$ cat src/rtl/pe_row_unit.sv
// -----------------------------------------------------------------------------
// pe_row_unit
//   Row-stationary processing element for a 1-D systolic row. The PE keeps a
//   TAPS-deep sliding window of ifmap samples and a loadable weight vector. For
//   every accepted sample it forms a TAPS-tap dot product, adds the upstream
//   partial sum and emits the result two edges later with a valid flag. It
//   forwards each accepted sample to the next PE after one cycle.
//
//   Pipeline, for a sample accepted at edge E:
//     E   : window shifts, psum_in captured, stage-0 valid set once window full
//     E+1 : TAPS products registered (using the weights held at E+1)
//     E+2 : psum_out / psum_valid registered (after optional saturation)
//
// Ports
//   clk, rst_n       clock (rising edge), asynchronous active-low reset
//   en               global enable; 0 freezes every register
//   clear            sync flush: empties the window and kills in-flight valids
//   wgt_load, wgt_in weight load; tap k is at wgt_in[k*WGT_W +: WGT_W]
//   ifmap_valid      qualifies ifmap_in and psum_in
//   ifmap_in         ifmap sample (always unsigned)
//   psum_in          upstream partial sum, paired with ifmap_in
//   ifmap_valid_out  forwarded valid
//   ifmap_shift_out  forwarded sample (one cycle later)
//   psum_valid       psum_out qualifier
//   psum_out         result
// -----------------------------------------------------------------------------
module pe_row_unit #(
    parameter int DATA_W     = 8,
    parameter int WGT_W      = 4,
    parameter int TAPS       = 3,
    parameter int PSUM_W     = 14,
    parameter int SIGNED_WGT = 0,
    parameter int SAT        = 0
) (
    input  logic                    clk,
    input  logic                    rst_n,
    input  logic                    en,
    input  logic                    clear,
    input  logic                    wgt_load,
    input  logic [TAPS*WGT_W-1:0]   wgt_in,
    input  logic                    ifmap_valid,
    input  logic [DATA_W-1:0]       ifmap_in,
    input  logic [PSUM_W-1:0]       psum_in,
    output logic                    ifmap_valid_out,
    output logic [DATA_W-1:0]       ifmap_shift_out,
    output logic                    psum_valid,
    output logic [PSUM_W-1:0]       psum_out
);

    localparam int CNT_W  = $clog2(TAPS + 1);
    // One product: unsigned data zero-extended by one bit times a weight,
    // always representable as a signed value of this width.
    localparam int PROD_W = DATA_W + WGT_W + 1;
    localparam int FULL_W = PROD_W + $clog2(TAPS);
    // One guard bit above whichever of the dot product or psum is wider, so the
    // sum never overflows before the saturation decision.
    localparam int EXT_W  = ((FULL_W > PSUM_W) ? FULL_W : PSUM_W) + 1;

    localparam logic [CNT_W-1:0] FILL_FULL = CNT_W'(TAPS);

    // -------------------------------------------------------------------------
    // State
    // -------------------------------------------------------------------------
    logic        [WGT_W-1:0]  wgt    [TAPS];
    logic        [DATA_W-1:0] win    [TAPS];
    logic        [CNT_W-1:0]  fill;
    logic                     s0_valid;
    logic        [PSUM_W-1:0] s0_psum;
    logic signed [PROD_W-1:0] prod   [TAPS];
    logic                     s1_valid;
    logic        [PSUM_W-1:0] s1_psum;

    logic        [CNT_W-1:0]  fill_next;
    logic        [EXT_W-1:0]  acc;
    logic        [PSUM_W-1:0] result;

    // Signed product of one tap; the data operand is always non-negative.
    function automatic logic signed [PROD_W-1:0] tap_product(
        input logic [DATA_W-1:0] d,
        input logic [WGT_W-1:0]  w
    );
        logic signed [PROD_W-1:0] ds;
        logic signed [PROD_W-1:0] ws;
        ds = {{(WGT_W + 1){1'b0}}, d};
        if (SIGNED_WGT != 0) ws = {{(DATA_W + 1){w[WGT_W-1]}}, w};
        else                 ws = {{(DATA_W + 1){1'b0}}, w};
        return ds * ws;
    endfunction

    assign fill_next = (fill == FILL_FULL) ? fill : fill + CNT_W'(1);

    // -------------------------------------------------------------------------
    // Weight register: unaffected by clear
    // -------------------------------------------------------------------------
    always_ff @(posedge clk or negedge rst_n) begin
        if (!rst_n) begin
            // NOTE: the small window/weight arrays are flops, not RAM, so they are reset like any register.
            for (int k = 0; k < TAPS; k++) wgt[k] <= '0;
        end else if (en && wgt_load) begin
            for (int k = 0; k < TAPS; k++) wgt[k] <= wgt_in[k*WGT_W +: WGT_W];
        end
    end

    // -------------------------------------------------------------------------
    // Stage 0: window, fill tracking, forwarding, psum capture
    // -------------------------------------------------------------------------
    always_ff @(posedge clk or negedge rst_n) begin
        if (!rst_n) begin
            for (int k = 0; k < TAPS; k++) win[k] <= '0;
            fill            <= '0;
            ifmap_valid_out <= 1'b0;
            ifmap_shift_out <= '0;
            s0_valid        <= 1'b0;
            s0_psum         <= '0;
        end else if (en) begin
            if (clear) begin
                // clear beats a coincident sample: it is dropped entirely.
                for (int k = 0; k < TAPS; k++) win[k] <= '0;
                fill            <= '0;
                ifmap_valid_out <= 1'b0;
                s0_valid        <= 1'b0;
            end else if (ifmap_valid) begin
                // NOTE: non-blocking assignments let every tap read the pre-edge window, giving a true shift.
                win[0] <= ifmap_in;
                for (int k = 1; k < TAPS; k++) win[k] <= win[k-1];
                fill            <= fill_next;
                ifmap_shift_out <= ifmap_in;
                ifmap_valid_out <= 1'b1;
                s0_valid        <= (fill_next == FILL_FULL);
                s0_psum         <= psum_in;
            end else begin
                ifmap_valid_out <= 1'b0;
                s0_valid        <= 1'b0;
            end
        end
    end

    // -------------------------------------------------------------------------
    // Stage 1: products. Tap 0 weights the oldest sample, win[TAPS-1].
    // -------------------------------------------------------------------------
    always_ff @(posedge clk or negedge rst_n) begin
        if (!rst_n) begin
            for (int k = 0; k < TAPS; k++) prod[k] <= '0;
            s1_valid <= 1'b0;
            s1_psum  <= '0;
        end else if (en) begin
            s1_valid <= s0_valid && !clear;
            if (s0_valid) begin
                for (int k = 0; k < TAPS; k++) prod[k] <= tap_product(win[TAPS-1-k], wgt[k]);
                s1_psum <= s0_psum;
            end
        end
    end

    // -------------------------------------------------------------------------
    // Stage 2 combinational: full-precision sum, then clamp or wrap
    // -------------------------------------------------------------------------
    always_comb begin
        // NOTE: defaults first so every path assigns acc/result and no latch is inferred.
        acc = '0;
        for (int k = 0; k < TAPS; k++)
            acc = acc + {{(EXT_W - PROD_W){prod[k][PROD_W-1]}}, prod[k]};
        if (SIGNED_WGT != 0) acc = acc + {{(EXT_W - PSUM_W){s1_psum[PSUM_W-1]}}, s1_psum};
        else                 acc = acc + {{(EXT_W - PSUM_W){1'b0}}, s1_psum};
    end

    always_comb begin
        result = acc[PSUM_W-1:0];
        if (SAT != 0) begin
            if (SIGNED_WGT != 0) begin
                // In range only when the bits above the PSUM_W sign bit all copy it.
                if ((acc[EXT_W-1:PSUM_W-1] != '0) && (acc[EXT_W-1:PSUM_W-1] != '1))
                    result = acc[EXT_W-1] ? {1'b1, {(PSUM_W - 1){1'b0}}}
                                          : {1'b0, {(PSUM_W - 1){1'b1}}};
            end else if (acc[EXT_W-1:PSUM_W] != '0) begin
                // Unsigned operands never go negative; only the top clamp applies.
                result = '1;
            end
        end
    end

    // -------------------------------------------------------------------------
    // Stage 2: output register; psum_out holds across bubbles
    // -------------------------------------------------------------------------
    always_ff @(posedge clk or negedge rst_n) begin
        if (!rst_n) begin
            psum_valid <= 1'b0;
            psum_out   <= '0;
        end else if (en) begin
            psum_valid <= s1_valid && !clear;
            if (s1_valid && !clear) psum_out <= result;
        end
    end

endmodule

$ cat config.mk
export PLATFORM = sky130hd
export DESIGN_NAME = pe_row_unit
export DESIGN_NICKNAME = d
export VERILOG_FILES = /design/src/rtl/pe_row_unit.sv
export SDC_FILE = /design/constraint.sdc
export NUM_CORES = 1
export LEC_CHECK = 0
export ABC_AREA = 1
export BUFFER_PORTS_ARGS = -buffer_cell sky130_fd_sc_hd__buf_2
export CORE_UTILIZATION = 61
export CTS_BUF_LIST = sky130_fd_sc_hd__clkbuf_8
export DETAILED_ROUTE_END_ITERATION = 10
export PLACE_DENSITY = 0.79
export SLEW_MARGIN = 20
export SYNTH_ARGS = -nofsm -noshare
export SYNTH_HDL_FRONTEND = slang
export SYNTH_SLANG_ARGS = --single-unit
$ cat constraint.sdc
create_clock -name clk -period 5.8 [get_ports clk]
set_input_delay 1.16 -clock clk [delete_from_list [all_inputs] [get_ports clk]]
set_output_delay 1.16 -clock clk [all_outputs]
set_load 0.05 [all_outputs]
==> run metrics <==
Hold Crit Start=psum_out[13]; leak pwr=6.81 nW; count of cell types in the netlist=26; CP endpoint kind=register; Seq/Total Area, Yosys=33.1%; top-area cell type share of the netlist area=33.1%; Synth area leaders=dfrtp_1 33%, ha_1 15%, nand2_1 13%, fa_1 13%, inv_1 11%; drt initial violations=642; Rel. slew slack=31.3%; post-route minimum period=3.63 ns; CTS max path bufs=2; Util after Layout=67.8%; Placer Congestion=0.872; Cells after Synth=1,226; slowest CP cell=fa_1; setup bufs post-CTS=0; WL final=19.9 mm; flops & latches, synth=131; diode count=0; Final period util=62.6%; worst-margin pin slew=1.03 ns; f_max=275 MHz; Max VDD drop=0.272 mV; worst slack, placed=2.16 ns; RSZ-0062 raised after global routing=no; Netlist Area Pre-Place=9910 µm²; EDFF count, synth=0; largest net degree at the start of global routing=89; cts hold-fix bufs=0; Critical Path Fanout Max=9; setup ws final=2.17 ns; GRT Total Usage=26.4%; fillers=1,290; total die area=16,800 µm²; Largest stage delay, worst path=0.54 ns; routed len/inst=13.2 µm; sequential power share=30.4%; Clk pwr share=18.9%; die extent in x=129 µm; Logic pwr share=50.7%; grt ovf=0; vias in the first global route=7,194; Layout area overhead=8.58%; via count=7,465; CP Cell Sequence=nand2_1 > inv_1 > ha_1 > inv_1 > fa_1 > inv_1 > fa_1 > ha_1 > ha_1 > inv_1 > o21ai_0 > a21oi_1 > nand2_1 > nand2_1 > nand3_1 > nand2_1; Yosys top cell by area=dfrtp_1; Row Count=46; status=finished, final reports clean; P_int=2.23 mW; Max Cap Violations=0; Worst setup startpoint=wgt[2]; final net count=1,495; clk root buf=clkbuf_8; Syn Area/Cell=8.08 µm²; Clock Skews=0.00951 ns; placed insts=1,472; CTS tree=built; max-slew violation count=0; Setup crit end=prod[11]; CTS H-tree lvls=4; critical path depth=16; Final Hold Viols=0; switching share of power=45.3%; synthesized net count=1,446; CP Class=register to register; DRT Pass-1 Iters=7; total CTS buffers=17; post-CTS resize count=0; Clock transition at path regs=0.08 ns; YS warnings=0; arrival time at the worst endpoint=3.96 ns; r2r setup slk=2.17 ns; Worst R2R Path Depth=16; WP buf/inv=4; Die Span Y=129 µm; initial antenna violation count=0; CP top delay family=adder cells; TNS Setup=0 ns; first-pass GRT wire length=33.8 mm; Std-Cell Core Area=15,900 µm²; Post-synth top flop=dfrtp_1; P per Cell Area=379 nW/µm²; Final setup viols=0; IO buf count=63; Post-route DRC=0; Hold Path Class=register to register; Non-Filler Instances=1,504; WP data required=6.13 ns; Avg Vias per Cell=4.96; IO Pins=64; FF-to-FF End=prod[11]; Psw=1.85 mW; top-count cell post-synth=nand2_1; Initial Utilization=62.4%; clock sinks=131; worst r2r src=wgt[2]; ANT nets after route=0; worst-skew pair later-pin latency=0.45 ns; most common library cells after synthesis=353 x nand2_1, 301 x inv_1, 131 x dfrtp_1; Post-DP HPWL=15.5 mm; ys async rst share=100%; layout cells sized above 1=8.85%; CP Launch Type=register
==> stage by stage <==
step                      hold WS, ns  cell area [µm²]  power (mW)
after detailed placement        0.459            10400        3.32
final                           0.476            10800        4.08
after floorplan                 0.442             9910        2.81
after global placement          0.452            10400        3.27
after global routing            0.496            10800        4.45
after CTS                       0.478            10800        4.10
==> registers in the layout, indices dropped and copies added (netlist names) <==
signal / flops
s0_valid: 1
prod: 39
psum_valid: 1
wgt: 12
s0_psum: 14
ifmap_valid_out: 1
s1_psum: 14
ifmap_shift_out: 8
psum_out: 14
s1_valid: 1
win: 24
fill: 2
==> routing by layer <==
layer	global-route usage (%)	routed length, µm	part of all wire [%]
met1	36.6	9440	47
met3	4.38	836	4.2
met5	0	0	0
met4	8.00	342	1.7
met2	42.9	9270	47
==> power groups by stage <==
stage / Sequential, mW / Clock [mW] / Combinational (mW)
floorplan: 1.38 / 0 / 1.43
global placement: 1.25 / 0 / 2.02
detailed placement: 1.26 / 0 / 2.06
CTS: 1.24 / 0.784 / 2.07
global route: 1.27 / 0.819 / 2.37
finish: 1.24 / 0.772 / 2.07
==> final cells by class <==
cell class	count	area [µm²]	area share [%]
clock buffers	19	262	2.43
well taps	216	270	2.51
repair buffers	66	344	3.20
clock inverters	13	135	1.26
flip-flops and latches	131	3280	30.5
inverters	304	1140	10.6
multi-input cells	755	5330	49.5
==> worst min path at each step <==
stage                     slack (ns)      endpoint  depth (start not counted)
after floorplan                 0.44    s0_psum[0]                          2
after global placement          0.45   psum_out[1]                          2
after detailed placement        0.46   psum_out[1]                          2
after CTS                       0.48   psum_out[1]                          2
after global routing            0.50   psum_out[0]                          2
final                           0.48  psum_out[13]                          2
==> tightest hold or removal path, cell delays in order, from the launching register on <==
cell and delay, ns:
dfrtp_1 0.34, nand2_1 0.05, nand2_1 0.05
==> cell families (layout without fill, tap and decap cells) <==
family / count (synthesis) / in the layout / share of synthesized area (%)
buf+inv: 340 / 402 / 13.1
simple gates: 426 / 426 / 17.1
flops: 131 / 131 / 33.1
xor+xnor: 11 / 11 / 0.972
mux: 10 / 10 / 1.14
fa+ha+maj: 180 / 180 / 27.6
compound gates: 128 / 128 / 6.98
==> cell usage in the layout (no fill, tap or decap) <==
master      Yosys  final
nand2_1       353    353
inv_1         301    302
dfrtp_1       131    131
ha_1          115    115
fa_1           65     65
buf_2          17     62
o21ai_0        48     48
nand3_1        47     47
a21oi_1        29     29
o22ai_1        27     27
clkbuf_8        0     19
o21ai_1        17     17
nor2_1         16     16
mux2_2         10     10
xnor2_1         6      6
xor2_1          5      5
clkinv_2        0      4
clkinv_4        0      4
inv_2           3      3
nand4_1         3      3
or2_2           3      3
o21bai_1        3      3
nand3b_1        3      3
buf_4           1      3
o31ai_1         2      2
bufinv_16       0      2
nor2_4          1      1
o21a_1          1      1
a21o_1          1      1
inv_6           0      1
clkinvlp_4      0      1
buf_6           0      1
No activity file was read; power rests on OpenSTA's default activity.
